File: config.mk
export PLATFORM = sky130hd
export DESIGN_NAME = pll_lock_supervisor
export DESIGN_NICKNAME = d
export VERILOG_FILES = /design/src/rtl/pll_lock_supervisor_pkg.sv /design/src/rtl/sync_bit.sv /design/src/rtl/pll_lock_supervisor.sv
export SDC_FILE = /design/constraint.sdc
export NUM_CORES = 1
export LEC_CHECK = 0
export CORE_MARGIN = 2
export CORE_UTILIZATION = 50
export CTS_BUF_LIST = sky130_fd_sc_hd__clkbuf_2 sky130_fd_sc_hd__clkbuf_4 sky130_fd_sc_hd__clkbuf_8
export DETAILED_ROUTE_END_ITERATION = 10
export GPL_TIMING_DRIVEN = 0
export PLACE_DENSITY_LB_ADDON = 0.05
export SLEW_MARGIN = 40
export SYNTH_ARGS = -nofsm -noshare
export SYNTH_HDL_FRONTEND = slang
export SYNTH_SLANG_ARGS = --single-unit
File: constraint.sdc
create_clock -name clock_in -period 5.9 [get_ports clock_in]
set_clock_uncertainty 0.15 [all_clocks]
set_input_delay 0.885 -clock clock_in [delete_from_list [all_inputs] [get_ports clock_in]]
set_output_delay 0.885 -clock clock_in [all_outputs]
set_load 0.005 [all_outputs]
File: src/rtl/pll_lock_supervisor_pkg.sv
// Shared types and helpers for the PLL lock supervisor.
// State encoding is exposed on the debug/CSR port.
package pll_supervisor_pkg;

  typedef enum logic [2:0] {
    ST_HOLD   = 3'd0,
    ST_WAIT   = 3'd1,
    ST_FILTER = 3'd2,
    ST_RUN    = 3'd3,
    ST_FAULT  = 3'd4
  } state_t;

  localparam int RETRY_W = 4;

  function automatic int max3(
    input int a,
    input int b,
    input int c
  );
    int m;
    m = (a > b) ? a : b;
    return (m > c) ? m : c;
  endfunction

  function automatic int clog2(input int v);
    int r;
    r = 0;
    while ((1 << r) < v) r++;
    return (r < 1) ? 1 : r;
  endfunction

endpackage

File: src/rtl/sync_bit.sv
// N-stage reset-to-0 synchroniser for asynchronous status bits.
// Output is the last flop of the chain.
module sync_bit #(
  parameter int STAGES = 2
) (
  input  logic i_clk,
  input  logic i_rst_n,
  input  logic i_d,
  output logic o_q
);

  logic [STAGES-1:0] r_sync;

  always_ff @(posedge i_clk or negedge i_rst_n) begin
    if (!i_rst_n) begin
      r_sync <= '0;
    end else begin
      r_sync <= {r_sync[STAGES-2:0], i_d};
    end
  end

  assign o_q = r_sync[STAGES-1];

endmodule

File: src/rtl/pll_lock_supervisor.sv
// PLL reset sequencer: hold, wait for lock with retries, filter,
// then release the system reset; re-sequences on lock loss.
module pll_lock_supervisor
  import pll_supervisor_pkg::*;
#(
  parameter int SYNC_STAGES         = 2,
  parameter int RESET_HOLD_CYCLES   = 16,
  parameter int LOCK_TIMEOUT_CYCLES = 65536,
  parameter int LOCK_FILTER_CYCLES  = 1024,
  parameter int MAX_RETRIES         = 3
) (
  input  logic               clock_in,
  input  logic               resetn,
  input  logic               pll_locked,
  input  logic               force_relock,
  output logic               pll_resetb,
  output logic               sys_resetn,
  output logic               locked,
  output logic               fault,
  output logic [RETRY_W-1:0] retry_count,
  output logic [2:0]         state
);

  localparam int CNT_W = clog2(max3(RESET_HOLD_CYCLES,
    LOCK_TIMEOUT_CYCLES, LOCK_FILTER_CYCLES));

  localparam logic [CNT_W-1:0] HOLD_LAST =
    CNT_W'(RESET_HOLD_CYCLES - 1);
  localparam logic [CNT_W-1:0] TO_LAST =
    CNT_W'(LOCK_TIMEOUT_CYCLES - 1);
  localparam logic [CNT_W-1:0] FILT_LAST =
    CNT_W'(LOCK_FILTER_CYCLES - 1);
  localparam logic [RETRY_W-1:0] RETRY_MAX =
    RETRY_W'(MAX_RETRIES);

  if (SYNC_STAGES < 2) begin : g_bad_sync
    $error("SYNC_STAGES must be >= 2");
  end
  if (RESET_HOLD_CYCLES < 1) begin : g_bad_hold
    $error("RESET_HOLD_CYCLES must be >= 1");
  end
  if (LOCK_TIMEOUT_CYCLES < 1) begin : g_bad_to
    $error("LOCK_TIMEOUT_CYCLES must be >= 1");
  end
  if (LOCK_FILTER_CYCLES < 1) begin : g_bad_filt
    $error("LOCK_FILTER_CYCLES must be >= 1");
  end
  if (MAX_RETRIES < 0 || MAX_RETRIES > 15) begin : g_bad_retry
    $error("MAX_RETRIES must be in 0..15");
  end

  logic               w_lock_s;
  state_t             r_state;
  state_t             w_state_nxt;
  logic [CNT_W-1:0]   r_cnt;
  logic [CNT_W-1:0]   w_cnt_nxt;
  logic [RETRY_W-1:0] r_retry;
  logic [RETRY_W-1:0] w_retry_nxt;
  logic               r_pll_resetb;
  logic               r_sys_resetn;
  logic               r_locked;
  logic               r_fault;

  sync_bit #(
    .STAGES (SYNC_STAGES)
  ) u_lock_sync (
    .i_clk   (clock_in),
    .i_rst_n (resetn),
    .i_d     (pll_locked),
    .o_q     (w_lock_s)
  );

  always_comb begin
    w_state_nxt = r_state;
    w_cnt_nxt   = r_cnt;
    w_retry_nxt = r_retry;
    if (force_relock) begin
      w_state_nxt = ST_HOLD;
      if (r_state == ST_FAULT) w_retry_nxt = '0;
    end else begin
      unique case (r_state)
        ST_HOLD: begin
          w_cnt_nxt = r_cnt + 1'b1;
          if (r_cnt == HOLD_LAST) w_state_nxt = ST_WAIT;
        end
        ST_WAIT: begin
          w_cnt_nxt = r_cnt + 1'b1;
          if (w_lock_s) begin
            w_state_nxt = ST_FILTER;
          end else if (r_cnt == TO_LAST) begin
            if (MAX_RETRIES != 0 && r_retry == RETRY_MAX) begin
              w_state_nxt = ST_FAULT;
            end else begin
              w_state_nxt = ST_HOLD;
              // Unlimited mode saturates instead of wrapping.
              if (r_retry != '1) w_retry_nxt = r_retry + 1'b1;
            end
          end
        end
        ST_FILTER: begin
          w_cnt_nxt = r_cnt + 1'b1;
          if (!w_lock_s) begin
            w_state_nxt = ST_WAIT;
          end else if (r_cnt == FILT_LAST) begin
            w_state_nxt = ST_RUN;
            w_retry_nxt = '0;
          end
        end
        ST_RUN: begin
          if (!w_lock_s) w_state_nxt = ST_HOLD;
        end
        ST_FAULT: begin
          w_state_nxt = ST_FAULT;
        end
        default: begin
          w_state_nxt = ST_HOLD;
        end
      endcase
    end
    if (force_relock || w_state_nxt != r_state) w_cnt_nxt = '0;
  end

  always_ff @(posedge clock_in or negedge resetn) begin
    if (!resetn) begin
      r_state      <= ST_HOLD;
      r_cnt        <= '0;
      r_retry      <= '0;
      r_pll_resetb <= 1'b0;
      r_sys_resetn <= 1'b0;
      r_locked     <= 1'b0;
      r_fault      <= 1'b0;
    end else begin
      r_state      <= w_state_nxt;
      r_cnt        <= w_cnt_nxt;
      r_retry      <= w_retry_nxt;
      r_pll_resetb <= !(w_state_nxt == ST_HOLD ||
                        w_state_nxt == ST_FAULT);
      r_sys_resetn <= (w_state_nxt == ST_RUN);
      r_locked     <= (w_state_nxt == ST_RUN);
      r_fault      <= (w_state_nxt == ST_FAULT);
    end
  end

  assign pll_resetb  = r_pll_resetb;
  assign sys_resetn  = r_sys_resetn;
  assign locked      = r_locked;
  assign fault       = r_fault;
  assign retry_count = r_retry;
  assign state       = r_state;

endmodule
==> run summary, run 1 <==
Status: completed
Max-slew violation count: 0
Port Buffers: 13
Antenna fix cells: 0
Seq/Total Area, Yosys: 44.5%
NumNets Final: 184
Filler cells: 275
Synth async-reset ratio: 100%
Synth Area in Simple Gates: 22.8%
CP Launch Type: flop
Die width: 60.1 um
Max Buffers Root-to-Sink: 2
Min Hold Slack: 0.228 ns
Fmax: 0.407 GHz
Initial antenna violation count: 0
Post-layout util: 59.2%
Antenna-violating nets left: 0
Commonest cells after routing, fill and taps aside: dfrtp_1 (28), nand3_1 (13), xor2_1 (13)
Per-cell routed wire length: 13.5 um
Crit path kind: reg -> reg
Die area: 0.00362 mm2
Crit path launch: u_lock_sync.r_sync[1]
Period utilization: 41.7%
Critical R2R Capture: r_cnt[5]
Warnings from Yosys: 0
Reg2reg start: u_lock_sync.r_sync[1]
Storage element area: 701 um2
Pin count of the biggest net entering global routing: 29
Setup TNS: 0 ns
Gate Count Post-Synth: 160
VDD IR-drop max: 0.0000799 V
Cells on worst reg2reg path: 6
Critical path peak fanout: 10
Synth Flop Type: dfrtp_1
Vias: 1211
I/O pins: 15
Seq cells post-synth: 28
Post-CTS setup buffer count: 0
DRT Wirelength: 2980 um
Crit path capture: r_cnt[5]
Leak: 0.724 nW
Total CTS buffers: 3
PostCTS Resize Cnt: 0
Area of the multi-input gates: 802 um2
Main combinational cell family by area after synthesis: simple AND/OR/NAND/NOR gates
Initial Util: 52.0%
Headroom to the max-slew limit: 52.7%
Clk root buf: clkbuf_4
Element type at the critical path end: flop
Share of layout cells above drive strength 1: 13.6%
Total overflow reported by the global router: 0
Clk slew on worst S/H paths: 0.14 ns
Initial DRC Count: 48
Post-synthesis mux area share: 1.27%
Reg2Reg Setup Slack: 3.44 ns
Die Ht: 60.1 um
First-pass GRT wire length: 5100 um
Number of global-route vias before repair: 1120
Crit path time final: 2.46 ns
Leading cell type in the layout, fill and taps excluded: dfrtp_1
Req. time, crit path: 5.95 ns
Synth Area in Adders: 1.59%
Max-Cap Viols: 0
GRT Util Overall: 18.8%
Mapped Nets: 166
Gpl congestion: 0.802
CTS tree: yes
RSZ-0062 raised after global routing: no
Skew-Pair Late Insertion Delay: 0.33 ns
Post-Synth XOR/XNOR Area: 8.90%
Cts-stage hold buffer count: 0
CTS sink cnt: 28
Post-synth EDFFs: 0
H-tree depth: 1
Power, Total: 0.307 mW
Area of the mapped netlist: 0.00158 mm2
Initial DRT Pass Iterations: 4
Synth Area in Compound Gates: 16.4%
Endpoints failing setup: 0
CORE AREA: 0.00303 mm2
Cell Rows: 20
Residual DRC: 0
Slew @ Worst Pin: 0.708 ns
Vias per cell: 5.48
CP arrival: 2.51 ns
HP Class: reg -> reg
Syn_area_per_cell: 9.85 um2
Hold Fails Final Rpt: 0
DP HPWL: 2160 um
Yosys cell types: 43
Synth-to-layout area growth: 13.7%
Pwr/cell area: 171 mW/mm2
[sequential cells by signal (all words and copies together) (netlist names)]
| name | count |
|---|---|
| r_cnt | 16 |
| retry_count | 4 |
| state | 3 |
| u_lock_sync.r_sync | 2 |
| fault | 1 |
| locked | 1 |
| pll_resetb | 1 |
[cell type report]
type / instances / share of cell area (%)
tap: 44 / 3.07
sequential: 28 / 39.1
timing repair buffer: 13 / 6.98
multi-input combinational: 118 / 44.8
buffer: 9 / 3.00
clock buffer: 4 / 2.03
inverter: 5 / 1.05
[logic make-up (layout without fill, tap and decap cells)]
kind of cell    Yosys count  in the layout
compound gates           35             35
xor+xnor                 16             16
fa+ha+maj                 2              2
buf+inv                  14             31
flops                    28             28
mux                       2              2
simple gates             63             63
[worst min-delay path by stage]
stage,start,endpoint,slack (ns),depth (start not counted)
floorplan,u_lock_sync.r_sync[0],u_lock_sync.r_sync[1],0.18,0
global placement,u_lock_sync.r_sync[0],u_lock_sync.r_sync[1],0.19,0
detailed placement,u_lock_sync.r_sync[0],u_lock_sync.r_sync[1],0.20,0
CTS,u_lock_sync.r_sync[0],u_lock_sync.r_sync[1],0.23,0
global route,u_lock_sync.r_sync[0],u_lock_sync.r_sync[1],0.24,0
finish,u_lock_sync.r_sync[0],u_lock_sync.r_sync[1],0.23,0
[metal layers]
| layer | global-route usage [%] | wire length, um | up-vias |
|---|---|---|---|
| met1 | 25.3 | 1450 | 566 |
| met5 | 0 | 0 | - |
| li1 | - | - | 614 |
| met4 | 6.67 | 45 | 0 |
| met3 | 1.95 | 78 | 5 |
| met2 | 31.4 | 1400 | 26 |
[power breakdown]
part           total, mW  internal (mW)  leakage, nW  switching (mW)
registers          0.197          0.194        0.384         0.00232
clock network     0.0933         0.0378       0.0210          0.0555
logic             0.0165        0.00576        0.319          0.0108
total              0.307          0.238        0.724          0.0686
[cell usage after synthesis (2+ instances only)]
library cell	number	area [um2]
a211oi_1	3	22.5
a21oi_1	7	35.0
a21oi_2	11	96.3
a31oi_1	2	12.5
and3_1	3	18.8
buf_6	2	22.5
clkbuf_1	4	15.0
dfrtp_1	28	701
ha_1	2	25.0
inv_1	5	18.8
mux2i_1	2	20.0
nand2_1	12	45.0
nand3_1	13	65.1
nand4_1	4	25.0
nand4b_1	2	17.5
nor2_1	10	37.5
nor2b_1	2	12.5
nor3_1	2	10.0
nor3b_1	2	15.0
nor4_1	3	18.8
o21ai_0	3	15.0
o32ai_1	2	17.5
or4b_1	2	20.0
xnor2_1	3	26.3
xor2_1	13	114
[critical path: stages (launching register included)]
cell and delay [ns]:
dfrtp_1 0.48, or4b_1 0.62, nor4_1 0.30, a31o_1 0.35, or4_4 0.19, buf_6 0.17, a21oi_2 0.07
[metrics by stage]
| stage | setup slack (ns) | instances | area [um2] |
|---|---|---|---|
| 2_1_floorplan | 3.35 | 160 | 1580 |
| 4_1_cts | 3.43 | 221 | 1790 |
| 5_1_grt | 3.26 | 221 | 1790 |
| 3_3_place_gp | 3.16 | 217 | 1760 |
| 6_report | 3.44 | 221 | 1790 |
| 3_5_place_dp | 3.17 | 217 | 1760 |
(Power assumes the default switching activity.)
==> inputs of run 2 (changes only) <==
==> constraint.sdc (replaced) <==
create_clock -name clock_in -period 2.4 [get_ports clock_in]
set_clock_uncertainty 0.15 [all_clocks]
set_input_delay 0.36 -clock clock_in [delete_from_list [all_inputs] [get_ports clock_in]]
set_output_delay 0.36 -clock clock_in [all_outputs]
set_load 0.005 [all_outputs]
==> run 2 against run 1 <==
Effect of this change: sequential power grew 150%; via count up 0.99%; power grew 150%; first-iteration DRC count is 13% higher; utilization up 2.1 points; clock power up 150%; routed wire length down 0.44%; final cell count grew 0.45%; combinational power grew to 2.7 times the previous value; flip-flop and latch count stayed put; largest cell class unchanged.
==> run summary, run 2 (same netlist as run 1, synthesis figures left out) <==
CORE AREA: 0.00303 mm2 (unchanged)
I/O pins: 15 (unchanged)
Reg2Reg Setup Slack: 0.09 ns (-3.35 ns)
Initial antenna violation count: 0 (unchanged)
Hold Crit Endpoint: u_lock_sync.r_sync[1]
CP arrival: 2.44 ns (-0.07 ns)
Hold Fails Final Rpt: 0 (unchanged)
DRT Wirelength: 2970 um (-0.44%)
Synth-to-layout area growth: 17.8%
Die area: 0.00362 mm2 (unchanged)
CTS tree: yes
Initial DRT Pass Iterations: 4 (unchanged)
Max Buffers Root-to-Sink: 2 (unchanged)
Initial DRC Count: 54 (+13%)
Largest register FFs: 16 (unchanged)
Gpl congestion: 0.802 (unchanged)
Cells on worst reg2reg path: 6 (unchanged)
Period utilization: 96.4% (+55 points)
DP HPWL: 2160 um (unchanged)
Hold depth: 0 (unchanged)
CP Launch Type: flop
Headroom to the max-slew limit: 59.0% (+6.3 points)
RSZ-0062 raised after global routing: yes
Vias: 1223 (+0.99%)
Storage element area: 703 um2 (+0.36%)
Per-cell routed wire length: 13.4 um (-0.88%)
Hold wc startpoint: u_lock_sync.r_sync[0]
Top reg by flops: r_cnt
DP Worst Slack: -0.0562 ns (-3.23 ns)
HP Class: reg -> reg
Share of layout cells above drive strength 1: 18.0% (+4.4 points)
Port Buffers: 13 (unchanged)
Total overflow reported by the global router: 0 (unchanged)
Crit path kind: reg -> reg
Max-Cap Viols: 0 (unchanged)
Met3 usage: 1.95% (unchanged)
Vias per cell: 5.51 (+0.54%)
Pin count of the biggest net entering global routing: 29 (unchanged)
Crit path time final: 2.31 ns (-0.145 ns)
Total CTS buffers: 3 (unchanged)
Req. time, crit path: 2.52 ns (-3.43 ns)
Area of the multi-input gates: 843 um2 (+5.1%)
GRT Util Overall: 18.9% (+0.090 points)
VDD IR-drop max: 0.000196 V (+150%)
Clk root buf: clkbuf_4
Final worst slack: 0.0856 ns (-3.35 ns)
Max-slew violation count: 0 (unchanged)
Busiest grt layer: met2
CTS sink cnt: 28 (unchanged)
Cell Rows: 20 (unchanged)
Commonest cells after routing, fill and taps aside: dfrtp_1 (26), nand3_1 (13), xor2_1 (13)
H-tree depth: 1 (unchanged)
Antenna fix cells: 0 (unchanged)
Leak: 0.739 nW (+2.1%)
Pwr/cell area: 409 mW/mm2 (+140%)
Endpoints failing setup: 0 (unchanged)
GRT met2 Usage: 31.7% (+0.31 points)
Critical path peak fanout: 10 (unchanged)
Leading cell type in the layout, fill and taps excluded: dfrtp_1
Post-CTS setup buffer count: 0 (unchanged)
Clk slew on worst S/H paths: 0.15 ns (about the same)
Filler cells: 261 (-5.1%)
NumNets Final: 185 (+0.54%)
Skew-Pair Late Insertion Delay: 0.33 ns (about the same)
Antenna-violating nets left: 0 (unchanged)
Min Hold Slack: 0.226 ns (-0.00153 ns)
Fmax: 0.432 GHz (+6.3%)
First-pass GRT wire length: 5130 um (+0.53%)
Die width: 60.1 um (unchanged)
Number of global-route vias before repair: 1132 (+1.1%)
Element type at the critical path end: flop
Die Ht: 60.1 um (unchanged)
Initial Util: 52.0% (unchanged)
Residual DRC: 0 (unchanged)
Post-layout util: 61.3% (+2.1 points)
Slew @ Worst Pin: 0.615 ns (-0.0929 ns)
Critical R2R Capture: r_cnt[5]
Reg2reg start: u_lock_sync.r_sync[1]
GR Layer Usage met1: 25.3% (unchanged)
Status: completed
## run 2: cell count changes in the layout (fill, tap and decap cells not counted), sizes merged
cell         change
dlygate4sd3      +1
## run 2: what timing repair did
action | CTS | global route
hold buffers | 1 | 0
gates resized for setup | 2 | 10
endpoints found under the setup margin | 10 | 16
endpoints found under the hold margin | 28 | 0
pin swaps | 0 | 3
## run 2: where the power goes
| part | total, mW | internal, mW | leakage, nW | switching, mW |
|---|---|---|---|---|
| Clock | 0.231 | 0.0929 | 0.0210 | 0.138 |
| Combinational | 0.0448 | 0.0178 | 0.337 | 0.0270 |
| Sequential | 0.484 | 0.478 | 0.381 | 0.00569 |
## run 2: routing by layer
| metal | vias to the layer above | part of all wire [%] |
|---|---|---|
| met5 | - | 0 |
| met4 | 0 | 1.5 |
| met3 | 5 | 2.4 |
| met2 | 21 | 48 |
| met1 | 579 | 48 |
| li1 | 618 | - |
## run 2: area by class of cell
cell class,count,area share [%]
plain buffers,9,3.44
clock buffers,4,1.96
inverters,5,1.01
multi-input cells,118,45.4
flip-flops and latches,28,37.9
well taps,44,2.97
repair buffers,14,7.28
## run 2: worst max path at each step
stage	depth (start not counted)	end	from
final	6	r_cnt[5]	u_lock_sync.r_sync[1]
after global routing	5	retry_count[1]	r_cnt[14]
after CTS	6	r_cnt[13]	u_lock_sync.r_sync[1]
after detailed placement	6	r_cnt[1]	u_lock_sync.r_sync[1]
after global placement	6	r_cnt[15]	u_lock_sync.r_sync[1]
after floorplan	7	r_cnt[10]	state[0]
## run 2: critical path: stages (launching register included)
cell and delay (ns):
dfrtp_2 0.48, or2_0 0.21, a221o_1 0.36, a31o_4 0.25
or4_4 0.51, buf_12 0.17, a21oi_2 0.13
## run 2: stage by stage
stage | cell area, um2 | setup TNS [ns] | power, mW | instances
finish | 1860 | 0 | 0.759 | 222
CTS | 1800 | 0 | 0.766 | 222
floorplan | 1580 | 0 | 0.516 | 160
global route | 1860 | -0.0231 | 0.795 | 222
detailed placement | 1760 | -0.531 | 0.534 | 217
global placement | 1760 | -0.626 | 0.534 | 217
==> inputs of run 3 (changes only) <==
--- a/config.mk
+++ b/config.mk
@@ -9,7 +9,7 @@
 export CORE_UTILIZATION = 50
 export CTS_BUF_LIST = sky130_fd_sc_hd__clkbuf_2 sky130_fd_sc_hd__clkbuf_4 sky130_fd_sc_hd__clkbuf_8
 export DETAILED_ROUTE_END_ITERATION = 10
-export GPL_TIMING_DRIVEN = 0
+export GPL_TIMING_DRIVEN = 1
 export PLACE_DENSITY_LB_ADDON = 0.05
 export SLEW_MARGIN = 40
 export SYNTH_ARGS = -nofsm -noshare
==> run 3 against run 2 <==
Effect of this change: critical path type unchanged; cell area is 0.81% lower; combinational power is 4% higher; via count is 2.7% higher; critical endpoint is now r_cnt[0]; die area stayed put; maximum frequency is 0.53% higher; sequential power hardly changed; setup slack better by 0.012 ns; routed wire length is 5.1% higher; largest power group unchanged; utilization is 0.50 points lower; final cell count is 0.90% higher.
==> run summary, run 3 (same netlist as run 1, synthesis figures left out) <==
Status: completed
Total CTS buffers: 3 (unchanged)
Top reg by flops: r_cnt
Req. time, crit path: 2.53 ns (about the same)
Slew @ Worst Pin: 0.413 ns (-0.202 ns)
Vias per cell: 5.61 (+1.8%)
Sequential Power Share: 63.0% (-0.7 points)
Leak: 0.754 nW (+1.9%)
Synth-to-layout area growth: 16.8%
DRT Wirelength: 3120 um (+5.1%)
Pwr/cell area: 416 mW/mm2 (+1.7%)
RSZ-0062 raised after global routing: no
Net Switching: 0.176 mW (+3.1%)
DP HPWL: 2280 um (+5.6%)
Skew-Pair Late Insertion Delay: 0.34 ns (about the same)
Max-slew violation count: 0 (unchanged)
CP arrival: 2.43 ns (about the same)
Die Ht: 60.1 um (unchanged)
Commonest cells after routing, fill and taps aside: dfrtp_1 (28), clkdlybuf4s50_1 (14), nand3_1 (13), xor2_1 (13), nand2_1 (12)
Leading cell type in the layout, fill and taps excluded: dfrtp_1
Period utilization: 95.9% (-0.51 points)
Max Buffers Root-to-Sink: 2 (unchanged)
Initial DRT Pass Iterations: 4 (unchanged)
HP Class: reg -> reg
Crit path kind: reg -> reg
Initial Util: 52.0% (unchanged)
GRT Util Overall: 20.0% (+1.0 points)
Antenna-violating nets left: 0 (unchanged)
Combinational cell fraction of total power: 6.1% (+0.2 points)
Clk network pwr share: 30.9% (+0.5 points)
Hold Fails Final Rpt: 0 (unchanged)
H-tree depth: 1 (unchanged)
Element type at the critical path end: flop
Gpl congestion: 0.821 (+2.4%)
Number of global-route vias before repair: 1182 (+4.4%)
CTS sink cnt: 28 (unchanged)
Final Cell Area: 0.00184 mm2 (-0.81%)
Headroom to the max-slew limit: 72.3% (+13 points)
VDD IR-drop max: 0.000235 V (+20%)
Residual DRC: 0 (unchanged)
Internal cell power: 0.590 mW (+0.20%)
Clk root buf: clkbuf_4
Pin count of the biggest net entering global routing: 29 (unchanged)
Cell Rows: 20 (unchanged)
Initial antenna violation count: 0 (unchanged)
First-pass GRT wire length: 5400 um (+5.4%)
Clk slew on worst S/H paths: 0.15 ns (about the same)
Port Buffers: 14 (+1)
CORE AREA: 0.00303 mm2 (unchanged)
I/O pins: 15 (unchanged)
Endpoints failing setup: 0 (unchanged)
Initial DRC Count: 44 (-19%)
Per-cell routed wire length: 13.9 um (+4.1%)
Fmax: 0.434 GHz (+0.53%)
Crit path time final: 2.30 ns (-0.0122 ns)
Largest register FFs: 16 (unchanged)
Max-Cap Viols: 0 (unchanged)
Die area: 0.00362 mm2 (unchanged)
CTS tree: yes
Antenna fix cells: 0 (unchanged)
Placed cell areas: 0.00180 mm2 (+2.5%)
Post-CTS setup buffer count: 0 (unchanged)
Total overflow reported by the global router: 0 (unchanged)
CP Launch Type: flop
Critical path peak fanout: 11 (+1)
Setup TNS: 0 ns (unchanged)
Vias: 1256 (+2.7%)
Die width: 60.1 um (unchanged)
Min Hold Slack: 0.220 ns (-0.00590 ns)
Share of layout cells above drive strength 1: 17.2% (-0.76 points)
NumNets Final: 187 (+1.1%)
Switching Fraction: 23.0% (+0.50 points)
run 3: per-layer routing:
layer / global-route usage (%) / part of all wire, % / up-vias
li1: - / - / 617
met1: 27.3 / 49 / 603
met2: 32.6 / 46 / 31
met3: 1.95 / 2.6 / 5
met4: 7.62 / 1.9 / 0
met5: 0 / 0 / -
run 3: repair_timing:
item | 4_1_cts | 5_1_grt
hold buffers | 0 | 0
setup endpoints to repair | 0 | 5
gates resized for setup | 0 | 1
run 3: power groups by stage:
stage | clock, mW | combinational, mW | sequential, mW
2_1_floorplan | 0 | 0.0251 | 0.491
3_3_place_gp | 0 | 0.0469 | 0.491
3_5_place_dp | 0 | 0.0480 | 0.491
4_1_cts | 0.243 | 0.0484 | 0.483
5_1_grt | 0.255 | 0.0539 | 0.484
6_report | 0.237 | 0.0467 | 0.483
run 3: layout make-up:
cell class / instances / area, um2
well taps: 44 / 55.1
repair buffers: 25 / 223
clock buffers: 4 / 36.3
fillers: 262 / 1190
inverters: 5 / 18.8
flip-flops and latches: 28 / 701
multi-input cells: 118 / 807
run 3: through the flow:
step                      std cells  setup WS (ns)  utilization [%]  total power [mW]
after global routing            224       0.000727             60.8             0.793
after floorplan                 160          0.207                -             0.516
after detailed placement        220         0.0823             59.4             0.539
after global placement          220          0.110             59.4             0.538
final                           224         0.0978             60.8             0.766
after CTS                       224         0.0569             60.6             0.774
run 3: worst max-delay path, stage by stage (launching register included):
cell	delay, ns
dfrtp_1	0.49
or2_0	0.24
a221o_1	0.32
a31o_1	0.20
or4_4	0.64
a21oi_1	0.19
run 3: path summary, 6_finish.rpt:
| kind | start | endpoint | slack (ns) | cells after the start |
|---|---|---|---|---|
| worst max-delay path | state[2] | r_cnt[0] | 0.1 | 5 |
| max in group asynchronous | resetn | r_cnt[10] | 1.61 | 2 |
| min in group asynchronous | resetn | state[2] | 0.23 | 2 |
| worst min register to register | u_lock_sync.r_sync[0] | u_lock_sync.r_sync[1] | 0.22 | 0 |
| worst max register to register | state[2] | r_cnt[0] | 0.1 | 5 |
| worst min-delay path | u_lock_sync.r_sync[0] | u_lock_sync.r_sync[1] | 0.22 | 0 |
